$ cat config.mk
export PLATFORM = sky130hd
export DESIGN_NAME = t07_instruction_fetch_flat
export DESIGN_NICKNAME = d
export VERILOG_FILES = /design/src/rtl/t07_fetch_pkg.sv /design/src/rtl/t07_fetch_if.sv /design/src/rtl/t07_fetch_timeout.sv /design/src/rtl/t07_instruction_fetch.sv /design/src/flat_wrapper.sv
export SDC_FILE = /design/constraint.sdc
export NUM_CORES = 1
export LEC_CHECK = 0
export CAP_MARGIN = 40
export CORE_ASPECT_RATIO = 1.2
export CORE_MARGIN = 5
export CORE_UTILIZATION = 24
export DETAILED_ROUTE_END_ITERATION = 7
export PLACE_DENSITY = 0.49
export SKIP_CTS_REPAIR_TIMING = 1
export SYNTH_ARGS = -nofsm -noshare
export SYNTH_HDL_FRONTEND = slang
export SYNTH_SLANG_ARGS = --single-unit
$ cat constraint.sdc
create_clock -name clk -period 2.3 [get_ports clk]
set_clock_uncertainty 0.1 [all_clocks]
set_input_delay 0.46 -clock clk [delete_from_list [all_inputs] [get_ports clk]]
set_output_delay 0.46 -clock clk [all_outputs]
set_load 0.03 [all_outputs]
$ cat src/rtl/t07_fetch_pkg.sv
// Shared types and constants for the instruction fetch stage.
//   fetch_state_t     : fetch FSM states
//   NOP_INSTR_DEFAULT : instruction shown while nothing valid is held (addi x0,x0,0)
//   FAULT_MISALIGN / FAULT_TIMEOUT : encodings of fault_cause
package t07_fetch_pkg;

  typedef enum logic [1:0] {
    START = 2'd0,
    FETCH = 2'd1,
    EXEC  = 2'd2,
    FAULT = 2'd3
  } fetch_state_t;

  localparam logic [31:0] NOP_INSTR_DEFAULT = 32'h0000_0013;

  localparam logic FAULT_MISALIGN = 1'b0;
  localparam logic FAULT_TIMEOUT  = 1'b1;

endpackage

$ cat src/rtl/t07_fetch_if.sv
// Instruction memory read bus.
//   mem_req   : read request, held until ack
//   mem_addr  : word-aligned read address, stable while mem_req
//   mem_ack   : read data valid this cycle
//   mem_rdata : read data
// master = fetch stage, slave = instruction memory.
interface t07_fetch_if;
  logic        mem_req;
  logic [31:0] mem_addr;
  logic        mem_ack;
  logic [31:0] mem_rdata;

  modport master (output mem_req, mem_addr, input mem_ack, mem_rdata);
  modport slave  (input mem_req, mem_addr, output mem_ack, mem_rdata);
endinterface

$ cat src/rtl/t07_fetch_timeout.sv
// Saturating cycle counter used to bound the wait for mem_ack.
//   clk, rst : clock, synchronous active-high reset
//   clr      : force count to zero (wins over en)
//   en       : count one cycle
//   expired  : count has reached MAX-1, i.e. this is the MAX-th counted cycle
module t07_fetch_timeout #(
  parameter int MAX = 255
) (
  input  logic clk,
  input  logic rst,
  input  logic clr,
  input  logic en,
  output logic expired
);
  localparam int W = $clog2(MAX + 1);
  localparam logic [W-1:0] LIMIT = W'(MAX);
  localparam logic [W-1:0] LAST  = W'(MAX - 1);

  logic [W-1:0] cnt_q, cnt_d;

  always_comb begin
    cnt_d = cnt_q;
    if (clr)                     cnt_d = '0;
    else if (en && cnt_q != LIMIT) cnt_d = cnt_q + 1'b1;
  end

  always_ff @(posedge clk) begin
    if (rst) cnt_q <= '0;
    else     cnt_q <= cnt_d;
  end

  assign expired = (cnt_q == LAST);
endmodule

$ cat src/rtl/t07_instruction_fetch.sv
// Fetch stage: reads the word at pc, holds it for execute, and releases the
// PC (fetch_freeze low) for exactly one cycle per retired instruction.
// Misaligned PCs and missing memory acks raise a sticky fault.
//   clk, rst      : clock, synchronous active-high reset
//   pc            : current program counter
//   ex_busy       : execute stall, holds the current instruction
//   mem           : instruction memory read bus (master side)
//   instr         : current instruction, NOP when none held
//   instr_valid   : instr is fetched and not yet retired
//   retire        : instruction completes this cycle (combinational)
//   fetch_freeze  : PC freeze, low only on the retire cycle (combinational)
//   fault / fault_addr / fault_cause : sticky fault and its origin
module t07_instruction_fetch
  import t07_fetch_pkg::*;
#(
  parameter int          TIMEOUT_CYCLES = 255,
  parameter logic [31:0] NOP_INSTR      = NOP_INSTR_DEFAULT
) (
  input  logic         clk,
  input  logic         rst,
  input  logic [31:0]  pc,
  input  logic         ex_busy,
  t07_fetch_if.master  mem,
  output logic [31:0]  instr,
  output logic         instr_valid,
  output logic         retire,
  output logic         fetch_freeze,
  output logic         fault,
  output logic [31:0]  fault_addr,
  output logic         fault_cause
);
  fetch_state_t state_q, state_d;
  logic         mem_req_q, mem_req_d;
  logic [31:0]  mem_addr_q, mem_addr_d;
  logic [31:0]  instr_q, instr_d;
  logic         instr_valid_q, instr_valid_d;
  logic         fault_q, fault_d;
  logic [31:0]  fault_addr_q, fault_addr_d;
  logic         fault_cause_q, fault_cause_d;
  logic         tmo_clr, tmo_en, tmo_expired;

  t07_fetch_timeout #(.MAX(TIMEOUT_CYCLES)) u_timeout (
    .clk     (clk),
    .rst     (rst),
    .clr     (tmo_clr),
    .en      (tmo_en),
    .expired (tmo_expired)
  );

  always_comb begin
    state_d       = state_q;
    mem_req_d     = mem_req_q;
    mem_addr_d    = mem_addr_q;
    instr_d       = instr_q;
    instr_valid_d = instr_valid_q;
    fault_d       = fault_q;
    fault_addr_d  = fault_addr_q;
    fault_cause_d = fault_cause_q;
    tmo_clr       = 1'b0;
    tmo_en        = 1'b0;
    case (state_q)
      START: begin
        if (pc[1:0] != 2'b00) begin
          state_d       = FAULT;
          fault_d       = 1'b1;
          fault_addr_d  = pc;
          fault_cause_d = FAULT_MISALIGN;
        end else begin
          // mem_req is registered, so raise it on entry to FETCH
          state_d    = FETCH;
          mem_addr_d = pc;
          mem_req_d  = 1'b1;
          tmo_clr    = 1'b1;
        end
      end
      FETCH: begin
        if (mem.mem_ack) begin
          state_d       = EXEC;
          instr_d       = mem.mem_rdata;
          instr_valid_d = 1'b1;
          mem_req_d     = 1'b0;
        end else if (tmo_expired) begin
          state_d       = FAULT;
          mem_req_d     = 1'b0;
          fault_d       = 1'b1;
          fault_addr_d  = mem_addr_q;
          fault_cause_d = FAULT_TIMEOUT;
        end else begin
          tmo_en = 1'b1;
        end
      end
      EXEC: begin
        if (!ex_busy) begin
          state_d       = START;
          instr_valid_d = 1'b0;
          instr_d       = NOP_INSTR;
        end
      end
      FAULT: begin
        mem_req_d     = 1'b0;
        instr_d       = NOP_INSTR;
        instr_valid_d = 1'b0;
      end
      default: state_d = START;
    endcase
  end

  always_ff @(posedge clk) begin
    if (rst) begin
      state_q       <= START;
      mem_req_q     <= 1'b0;
      mem_addr_q    <= '0;
      instr_q       <= NOP_INSTR;
      instr_valid_q <= 1'b0;
      fault_q       <= 1'b0;
      fault_addr_q  <= '0;
      fault_cause_q <= 1'b0;
    end else begin
      state_q       <= state_d;
      mem_req_q     <= mem_req_d;
      mem_addr_q    <= mem_addr_d;
      instr_q       <= instr_d;
      instr_valid_q <= instr_valid_d;
      fault_q       <= fault_d;
      fault_addr_q  <= fault_addr_d;
      fault_cause_q <= fault_cause_d;
    end
  end

  // Decoded so the PC advances on the very edge that ends the retire cycle.
  assign retire       = (state_q == EXEC) && !ex_busy;
  assign fetch_freeze = !retire;

  assign mem.mem_req  = mem_req_q;
  assign mem.mem_addr = mem_addr_q;
  assign instr        = instr_q;
  assign instr_valid  = instr_valid_q;
  assign fault        = fault_q;
  assign fault_addr   = fault_addr_q;
  assign fault_cause  = fault_cause_q;
endmodule
$ cat src/flat_wrapper.sv
// flat-port wrapper written by rule: the top's interface ports become plain ports
module t07_instruction_fetch_flat import t07_fetch_pkg::*;
#(
  parameter int          TIMEOUT_CYCLES = 255,
  parameter logic [31:0] NOP_INSTR      = NOP_INSTR_DEFAULT
)
  (clk, rst, pc, ex_busy, instr, instr_valid, retire, fetch_freeze, fault, fault_addr, fault_cause, mem_mem_req, mem_mem_addr, mem_mem_ack, mem_mem_rdata);
  t07_fetch_if mem_i ();
  input  logic clk;
  input  logic rst;
  input  logic [31:0] pc;
  input  logic ex_busy;
  output logic [31:0] instr;
  output logic instr_valid;
  output logic retire;
  output logic fetch_freeze;
  output logic fault;
  output logic [31:0] fault_addr;
  output logic fault_cause;
  output wire logic [$bits(mem_i.mem_req)-1:0] mem_mem_req;
  output wire logic [$bits(mem_i.mem_addr)-1:0] mem_mem_addr;
  input wire logic [$bits(mem_i.mem_ack)-1:0] mem_mem_ack;
  input wire logic [$bits(mem_i.mem_rdata)-1:0] mem_mem_rdata;
  assign mem_mem_req = mem_i.mem_req;
  assign mem_mem_addr = mem_i.mem_addr;
  assign mem_i.mem_ack = mem_mem_ack;
  assign mem_i.mem_rdata = mem_mem_rdata;
  t07_instruction_fetch #(.TIMEOUT_CYCLES(TIMEOUT_CYCLES), .NOP_INSTR(NOP_INSTR)) u_core (.clk(clk), .rst(rst), .pc(pc), .ex_busy(ex_busy), .mem(mem_i), .instr(instr), .instr_valid(instr_valid), .retire(retire), .fetch_freeze(fetch_freeze), .fault(fault), .fault_addr(fault_addr), .fault_cause(fault_cause));
endmodule
* After elaboration in Yosys (flattened, before gate mapping)
Index checks and enable logic that the tools add are counted.
** Storage, ports and cells
- Register bits :: 110
- Input port bits :: 68
- Output and inout bits :: 102
- Word-level logic and storage cells :: 69
** Cells by class
- Add/sub/neg operators :: 1
- Equality and inequality tests :: 12
- Mux-type cells :: 30
- Bitwise logic cells :: 1
- Reduce and logical (&&, ||, !) cells :: 16
** Operators by type and width (count)
- $mux 32 :: 5
- $pmux 32 s3 :: 1
- $pmux 32 s2 :: 1
- $mux 1 :: 14
- $reduce_and 3->1 :: 3
- $reduce_bool 3->1 :: 3
- $add 8x1->8 const B :: 1
- $eq 8x8->1 const B :: 1
- $mux 2 :: 4
- $ne 2x2->1 const B :: 4
- $ne 8x8->1 const B :: 1
- $pmux 1 s3 :: 2
- $pmux 2 s3 :: 1
- $eq 2x2->1 const B :: 2
- $ne 2x1->1 const B :: 2
- $pmux 1 s2 :: 2
- $reduce_and 4->1 :: 1
- $reduce_bool 2->1 :: 2
- $ne 3x2->1 const B :: 1
- $eq 2x1->1 const B :: 1
- $logic_and 1x1->1 :: 2
- $logic_not 1->1 :: 2
- $logic_not 2->1 :: 1
- $reduce_and 2->1 :: 1
- other kinds (2) :: 2

* Depth between registers and ports, before layout
Gate-level depths: netlist of the first run.
- Depth after elaboration :: 5
- Depth in mapped cells :: 9

* By module
Synthesis of the first run repeated with hierarchy kept, for this count alone.
** Unflattened totals
- Cell total of the unflattened synthesis :: 593
- Area total of the unflattened synthesis :: 5157.4 um^2
** Modules (own cells, without submodules)
- t07_instruction_fetch :: times used 1, cells an instance 542, area an instance 4708.3 um^2, seq. area each 2042.0 um^2
- t07_fetch_timeout :: times used 1, cells an instance 51, area an instance 449.2 um^2, seq. area each 160.2 um^2

* Worst setup path before layout of the first run
Ideal clock, no wire load.
- Path type :: register -> register
- Start point :: reg u_core.state_q[1]
- End point :: reg u_core.instr_q[31] (netlist: u_core.instr[31])
- Setup time :: 0.128 ns
- Arrival :: 1.993 ns
- Data required time :: 2.072 ns
- Setup slack :: 0.079 ns
- Cell stages (with the launch flop) :: 10
- Buffers on the path :: 3
- Period minus slack after synthesis :: 2.221 ns
- Cell sequence :: dfxtp_1 -> inv_1 -> clkbuf_1 -> ha_1 -> buf_2 -> and2b_1 -> a211o_1 -> buf_2 -> a22oi_1 -> nor2_1
** On the way
- Word-level cells in the longest chain between the ends :: 3
** Ends and longest elaborated chain
- start, declared :: RTL line t07_instruction_fetch.sv:32 : fetch_state_t state_q, state_d;
- start signal, assigned :: RTL line t07_instruction_fetch.sv:119 : state_q <= state_d;
- $eq 2x1->1 or $eq 2x2->1 (tied branches) :: RTL line t07_instruction_fetch.sv:61 : case (state_q)
- $ne 2x2->1 (no source line) or $reduce_bool 3->1 (tied branches)
- $reduce_and 3->1 (no source line)
- end signal, assigned :: RTL line t07_instruction_fetch.sv:122 : instr_q <= instr_d;
- end, declared :: RTL line t07_instruction_fetch.sv:35 : logic [31:0] instr_q, instr_d;
Parallel ways exist; a longest one is shown, timed or not.
A chain may end at the register's enable or synchronous reset.

* Final worst setup path of the first run
- Start point :: reg u_core.state_q[0]
- End point :: out retire
** On the way
- Word-level cells in the longest chain between the ends :: 2
** Ends and longest elaborated chain
- $eq 2x2->1 :: RTL line t07_instruction_fetch.sv:131 : assign retire = (state_q == EXEC) && !ex_busy;
- $logic_and 1x1->1 :: RTL line t07_instruction_fetch.sv:131
- end, declared :: RTL line flat_wrapper.sv:15 : output logic retire;
Every way passes these cells.

==> run summary, run 1 <==
The worst slack at placement came out at 0.0376 ns. The run finished with clean final reports. The number of cells on the worst reg-to-reg path is 6. The reg-to-reg startpoint is u_core.state_q[1]. The routed via count is 4,245. The clock period could shrink to between 2 and 2.5 ns.

The count of endpoints failing hold in the final timing report is 0. The mean cell area of the mapped netlist came out at 8.74 sq um. The total inserted antenna cells is 0. The cell count after placement came out at 912.

The full die area came out at ~22,000 sq um. Static timing analysis puts the maximum clock frequency at 479 MHz. The vertical die dimension is 160 microns. The largest stage delay on the critical path came out at approximately 0.4 ns. For this design the ratio of total power to cell area is between 1000 and 1500 nW/um^2. In this run the worst setup path begins at u_core.state_q[0]. The count of final setup violators is 0.

The length of routed met2 wiring is between 6000 and 7000 microns. The power consumption came out at 9.10 mW. The count of maximum capacitance violations came out at 0. The routed wire length came out at between 10,000 and 15,000 microns. At the end of the flow, the number of nets in the layout was 748. The area added between synthesis and finish came out at 50.8%. The setup path with the least slack is of type reg2out.

The largest net degree at the start of global routing came out at 42. The flip-flop and latch count after synthesis came out at 110. The first routing iteration left 170 violations. The clock insertion delay at the later pin of the skew report came out at 0.35 ns. The placeable core region came out at about 18,000 sq um. The worst setup path is launched from a register. The number of remaining DRC errors is 0. The number of I/O port buffers came out at 169. On the critical path, the stage with the largest delay is an instance of dfxtp_1. TritonCTS built the clock tree. The post-synthesis cell count came out at 515. The data required time of the worst path came out at roughly 1.7 ns.

After detailed routing, the wire length on met1 is between 6000 and 7000 microns. The count of flip-flops with a built-in enable after synthesis is 0. Of the synthesized area, sequential elements account for 0.489.

For this run the aggregate overflow at the end of global routing stands at 0. The cell repeated most along the worst path is inv_1. The weighted congestion at the end of routability-driven global placement came out at 0.770. The root buffer cell is clkbuf_16. The effective utilization at floorplan is 0.246. The critical path crosses 5 cells after its start point. In the routed layout, each cell is associated on average with a via count of 4.57. The signal on the critical path passes through inv_1 -> ha_1 -> nand2b_1 -> inv_1 -> buf_4.

The smallest setup slack after layout is around 0.21 ns. The clock-pin slew on the worst setup and hold paths came out at 0.07 ns. The prevailing post-synth register cell is dfxtp_1.

The final standard cell count with taps included and fillers excluded came out at 928. The global router's overall resource usage came out at 0.133. The ratio of final minimum period to clock period is 0.908. The cell area that synthesis handed to floorplanning was 4500 sq um. The distinct cell type count of the synthesized netlist came out at 43.

The worst setup path is captured at an output pin. The final max-slew violation count came out at 0. The routed wire length per instance is between 15 and 20 microns.

Setup repair after global routing left no endpoint under its margin. Counting flops with an async set or reset pin after synthesis yields a share of 0. The maximum buffer depth of the clock tree is 2. The first global-routing pass estimated 23,200 microns of wire.

In this run the core area contains 54 standard-cell rows. After routing, the total negative slack on setup checks comes to 0 ns. The number of detailed-route iterations in the first pass is 6. The slew of the pin with the lowest slew margin came out at 0.622 ns.

The class of the tightest hold or removal check is reg2reg. The initial antenna violation count is 0. The critical path buffer and inverter count came out at 3.

The worst hold path begins at u_core.instr[30]. The number of nets in the synthesized netlist came out at 592. The layout cell share with drive strength beyond 1 came out at 0.0651. The floorplan step set the die width to 135 microns. The count of nets left with antenna violations once routing finished came out at 0.

During synthesis, Yosys emitted a total of 0 warnings. The kind of cell with the highest combined delay along the critical path is flip-flops. The routed length on met3 came out at roughly 1300 microns. The leakage power total came out at approximately 2.4 nW. The via count of the first global-routing pass is approximately 4.3k.

The deepest level of the CTS H-tree came out at 3. The worst hold path was traced through 2 stages. The worst ir drop on vdd is roughly 0.00054 V.

The number of ports placed on the die boundary is 170. Buffers inserted during clock tree synthesis total 9. The highest routing layer actually used is met4.

In this run the worst path has a maximum fanout of 5. The data arrival time at the worst-slack endpoint is 1.53 ns. Headroom to the max-slew limit came out at 0.586. The number of clock sinks came out at 110. The estimated wirelength of the detail-placed design is 10,300 microns.
## path summary, 6_finish.rpt
check,end,slack [ns]
worst max register to register,u_core.state_q[1],0.29
worst min register to register,u_core.instr[30],0.36
worst max-delay path,retire,0.21
worst min-delay path,u_core.instr[30],0.36
## cell usage after synthesis, types with 2 or more instances
master,instances,share of area
clkbuf_1,24,0.020
nand4_1,2,0.0028
nand2_1,92,0.077
nor3_1,4,0.0044
a211oi_1,33,0.055
a21oi_1,95,0.11
or2_2,2,0.0028
o21ai_1,2,0.0022
o21ai_0,4,0.0044
nand3_1,29,0.032
dfxtp_1,110,0.49
xnor2_1,4,0.0078
xor2_1,2,0.0039
and2_1,3,0.0042
and3_1,4,0.0056
buf_2,16,0.018
nor4_1,3,0.0042
nor2_1,12,0.010
mux2i_1,33,0.073
inv_1,7,0.0058
ha_1,9,0.025
or3_1,2,0.0028
nand2b_1,3,0.0042
## flip-flops by register name, indices dropped and copies added, names as in the netlist
signal / count
u_core.fault: 1
u_core.fault_addr: 32
u_core.fault_cause: 1
u_core.instr: 32
u_core.instr_valid: 1
u_core.mem.mem_addr: 32
u_core.mem.mem_req: 1
u_core.state_q: 2
u_core.u_timeout.cnt_q: 8
## metal layers
metal | up-vias | GRT usage
met5 | - | 0
met4 | 0 | 0.0463
met3 | 14 | 0.0507
met2 | 142 | 0.219
met1 | 1976 | 0.158
li1 | 2113 | -
## area by class of cell
type | count | area (sq um)
Clock buffer | 12 | 246
Clock inverter | 4 | 22.5
Fill cell | 1832 | 11500
Inverter | 7 | 26.3
Multi-Input combinational cell | 356 | 2100
Sequential cell | 110 | 2200
Tap cell | 252 | 315
Timing Repair Buffer | 187 | 1870
## report_power, final
part           leakage, nW  internal [mW]  switching (mW)  total, mW
registers            0.901           2.45           0.317       2.77
logic                 1.37           2.00            2.87       4.87
clock network        0.132          0.761           0.694       1.46
total                 2.40           5.22            3.88       9.10
## kinds of logic (layout without fill, tap and decap cells)
| group | Yosys count | after routing | synth area share |
|---|---|---|---|
| multiplexers | 34 | 34 | 0.0759 |
| flip-flops | 110 | 110 | 0.489 |
| AND/OR/NAND/NOR | 161 | 161 | 0.159 |
| XOR/XNOR | 6 | 6 | 0.0117 |
| adder cells (fa/ha/maj) | 9 | 9 | 0.0250 |
| AO/OA/AOI/OAI | 146 | 146 | 0.193 |
| buffers and inverters | 49 | 210 | 0.0461 |
## placed cells by master (no fill, tap or decap), types with 3 or more instances in the layout
cell type,netlist,routed
a211oi_1,33,33
a21oi_1,95,95
and2_1,3,3
and3_1,4,4
buf_12,0,4
buf_4,1,17
clkbuf_16,0,9
clkdlybuf4s50_1,0,166
clkinv_2,0,3
dfxtp_1,110,110
ha_1,9,8
inv_1,7,7
mux2i_1,33,33
nand2_1,92,91
nand2b_1,3,3
nand3_1,29,29
nor2_1,12,12
nor3_1,4,4
nor4_1,3,3
o21ai_0,4,4
xnor2_1,4,4
## metrics by stage
step / hold slack [ns] / area [sq um] / utilization
final: 0.357 / 6790 / 0.371
after global routing: 0.369 / 6790 / 0.371
after CTS: 0.358 / 6790 / 0.371
after detailed placement: 0.345 / 6520 / 0.356
after global placement: 0.339 / 6520 / 0.356
after floorplan: 0.365 / 4500 / -
## worst register-to-register path: cells and delay by family, from the launching register on
| kind | cells | cell delay (ns) |
|---|---|---|
| AO/OA/AOI/OAI | 1 | 0.14 |
| AND/OR/NAND/NOR | 1 | 0.33 |
| multiplexers | 1 | 0.15 |
| flip-flops | 1 | 0.31 |
| buffers and inverters | 2 | 0.67 |
| adder cells (fa/ha/maj) | 1 | 0.25 |
Power figures use the tool's default switching activity.
==> inputs of run 2 (changes only) <==
--- a/config.mk
+++ b/config.mk
@@ -9,6 +9,7 @@
 export CORE_ASPECT_RATIO = 1.2
 export CORE_MARGIN = 5
 export CORE_UTILIZATION = 24
+export CTS_CLUSTER_SIZE = 14
 export DETAILED_ROUTE_END_ITERATION = 7
 export PLACE_DENSITY = 0.49
 export SKIP_CTS_REPAIR_TIMING = 1
==> results of run 2 <==
No change in the layout: final DEF, timing and power equal those of run 1.
==> inputs of run 3 (changes only) <==
--- a/config.mk
+++ b/config.mk
@@ -8,10 +8,10 @@
 export CAP_MARGIN = 40
 export CORE_ASPECT_RATIO = 1.2
 export CORE_MARGIN = 5
-export CORE_UTILIZATION = 24
+export CORE_UTILIZATION = 40
 export CTS_CLUSTER_SIZE = 14
 export DETAILED_ROUTE_END_ITERATION = 7
-export PLACE_DENSITY = 0.49
+export PLACE_DENSITY = 0.75
 export SKIP_CTS_REPAIR_TIMING = 1
 export SYNTH_ARGS = -nofsm -noshare
 export SYNTH_HDL_FRONTEND = slang
==> run summary, run 3 (same netlist as run 1, synthesis figures left out) <==
The critical path buffer and inverter count is 3 (unchanged). The data required time of the worst path is 1.74 ns (about the same). The routed wire length came out at 12,800 microns (was 14,500 microns).

The final standard cell count with taps included and fillers excluded came out at 808 (was 928). The element type at the critical path start is a register (unchanged). The root buffer cell was clkbuf_16 (unchanged). The detailed-route vias per instance came out at 5.33 (was 4.57). The first-pass GRT wire length came out at 20,400 microns (was 23,200 microns). The sum of negative setup slack is 0 ns (unchanged). The worst slack at placement came out at 0.0223 ns (was 0.0376 ns). The routed wire length per instance is 15.9 microns (was 15.6 microns).

The cell with the largest stage delay on the worst path is dfxtp_1 (unchanged). The routed via count is 4,308 (was 4,245). The sequential cell area came out at 2200 sq um (unchanged). The smallest setup slack after layout is 0.129 ns (was 0.211 ns).

The maximum clock rate came to 461 MHz (was 479 MHz). The number of ports placed on the die boundary is 170 (unchanged). The endpoint class of the critical path is an output pin (unchanged). The effective utilization at floorplan is 0.408 (was 0.246). The deepest level of the CTS H-tree is 3 (unchanged). Commonest cells after routing, fill and taps aside: clkdlybuf4s50_1, dfxtp_1, a21oi_1 (unchanged). The met2 track demand over resource in global routing came out at 0.307 (was 0.219). The number of I/O port buffers came out at 169 (unchanged). The final max-slew violation count is 0 (unchanged). The busiest layer in global routing was met2 (unchanged).

The maximum buffer depth of the clock tree is 2 (unchanged). The power per unit of standard cell area came out at 1360 nW/um^2 (was 1340 nW/um^2). The vertical die dimension came to 126 microns (was 160 microns).

The layout cell share with drive strength beyond 1 is 0.0680 (was 0.0651). The total congestion overflow is 0 (unchanged). RSZ-0062 raised after global routing: false (unchanged). The number of remaining DRC errors is 0 (unchanged). The CTS buffer count came out at 9 (unchanged). The full die area is 13,500 sq um (was 21,600 sq um). The global routing met3 resource utilization came to 0.0691 (was 0.0507). The leakage power total came out at 2.41 nW (was 2.40 nW). The critical-path maximum fanout came out at 5 (unchanged). The data arrival time at the worst-slack endpoint is 1.61 ns (was 1.53 ns). The fraction of met1 tracks used by global routing is 0.220 (was 0.158). The largest delay contributor family on the critical path is flip-flops (unchanged). The number of clock sinks is 110 (unchanged). The clock-pin slew on the worst setup and hold paths is 0.07 ns (about the same). The slew of the pin with the lowest slew margin was 0.423 ns (was 0.622 ns). The cell count after placement is 792 (was 912). The largest stage delay on the critical path came out at 0.39 ns (was 0.40 ns). The filler cell count is 967 (was 1,832). The clock period minus final worst setup slack was 2.17 ns (was 2.09 ns).

The count of final setup violators is 0 (unchanged). The class of the tightest hold or removal check is reg2reg (unchanged). The worst ir drop on vdd is 0.000730 V (was 0.000537 V).

The area of combinational cells with multiple inputs came out at 2100 sq um (unchanged). The utilization after layout is 0.603 (was 0.371). The number of nets at the end of the flow is 748 (unchanged).

The normalized max-slew margin is 0.718 (was 0.586). The total inserted antenna cells is 0 (unchanged). The kind of critical path is reg2out (unchanged). The via count of the first global-routing pass came out at 4,145 (was 4,336). The number of DRC markers in iteration 0 is 167 (was 170). The clock insertion delay at the later pin of the skew report came to 0.34 ns (was 0.35 ns).

The worst hold-check slack came to 0.352 ns (was 0.357 ns). The weighted congestion at the end of routability-driven global placement is 0.841 (was 0.770). The cell repeated most along the worst path is inv_1 (unchanged). The chip width is 107 microns (was 135 microns). The count of maximum capacitance violations came out at 0 (unchanged). The placeable core region is 11,000 sq um (was 18,300 sq um).

The area added between synthesis and finish is 47.9% (was 50.8%). The CTS tree is done (unchanged). Result of the run: finished clean (unchanged). The number of rows in the core area came to 42 (was 54). The number of detailed-route iterations in the first pass came to 5 (was 6).

The number of antenna-violating nets in the routed design is 0 (unchanged). The largest net degree at the start of global routing is 96 (was 42). The global router's overall resource usage came out at 0.184 (was 0.133). Cell breakdown of the critical path: inv_1 -> ha_1 -> nand2b_1 -> inv_1 -> buf_4 (unchanged). The estimated wirelength of the detail-placed design is 9270 microns (was 10,300 microns). The initial antenna violation count is 0 (unchanged). The count of endpoints failing hold in the final timing report came to 0 (unchanged). The most frequent standard cell in the layout excluding fill and tap cells is clkdlybuf4s50_1 (unchanged). The ratio of final minimum period to clock period came out at 0.944 (was 0.908).
[run 3: changes by cell type in the layout (fill, tap and decap cells not counted)]
| cell | change |
|---|---|
| clkinv_4 | +2 |
| buf_12 | +1 |
| clkbuf_1 | -2 |
| inv_6 | +3 |
| buf_2 | +1 |
| clkinv_2 | -2 |
| clkbuf_8 | -1 |
| buf_4 | -2 |
[run 3: worst paths after layout]
| path | startpoint | endpoint | slack, ns | depth (start not counted) |
|---|---|---|---|---|
| min reg2reg | u_core.instr[7] | u_core.instr[7] | 0.35 | 2 |
| max reg2reg | u_core.state_q[1] | u_core.fault_addr[20] | 0.29 | 8 |
| min | u_core.instr[7] | u_core.instr[7] | 0.35 | 2 |
| max | u_core.state_q[0] | retire | 0.13 | 5 |
[run 3: final cells by class]
class | instances | share of cell area
Clock buffer | 9 | 0.0338
Clock inverter | 7 | 0.00846
Inverter | 7 | 0.00395
Multi-Input combinational cell | 356 | 0.316
Sequential cell | 110 | 0.331
Tap cell | 132 | 0.0248
Timing Repair Buffer | 187 | 0.282
[run 3: per-layer routing]
| layer | routed length, microns | share of wire |
|---|---|---|
| met5 | 0 | 0 |
| met4 | 176 | 0.014 |
| met3 | 1110 | 0.086 |
| met2 | 6140 | 0.48 |
| met1 | 5390 | 0.42 |
[run 3: report_power, final]
group | internal, mW | total [mW] | switching [mW]
clock network | 0.750 | 1.49 | 0.738
logic | 2.01 | 4.82 | 2.80
registers | 2.45 | 2.78 | 0.327
[run 3: metrics by stage]
step                      total power, mW  cell area [sq um]
after detailed placement             7.66               6380
after floorplan                      5.77               4500
after global routing                 9.63               6660
after CTS                            9.17               6660
final                                9.08               6660
after global placement               7.55               6380
[run 3: worst min-delay path, cell delays in order (launching register included)]
cell,delay [ns]
dfxtp_1,0.31
nand2_1,0.05
a21oi_1,0.05
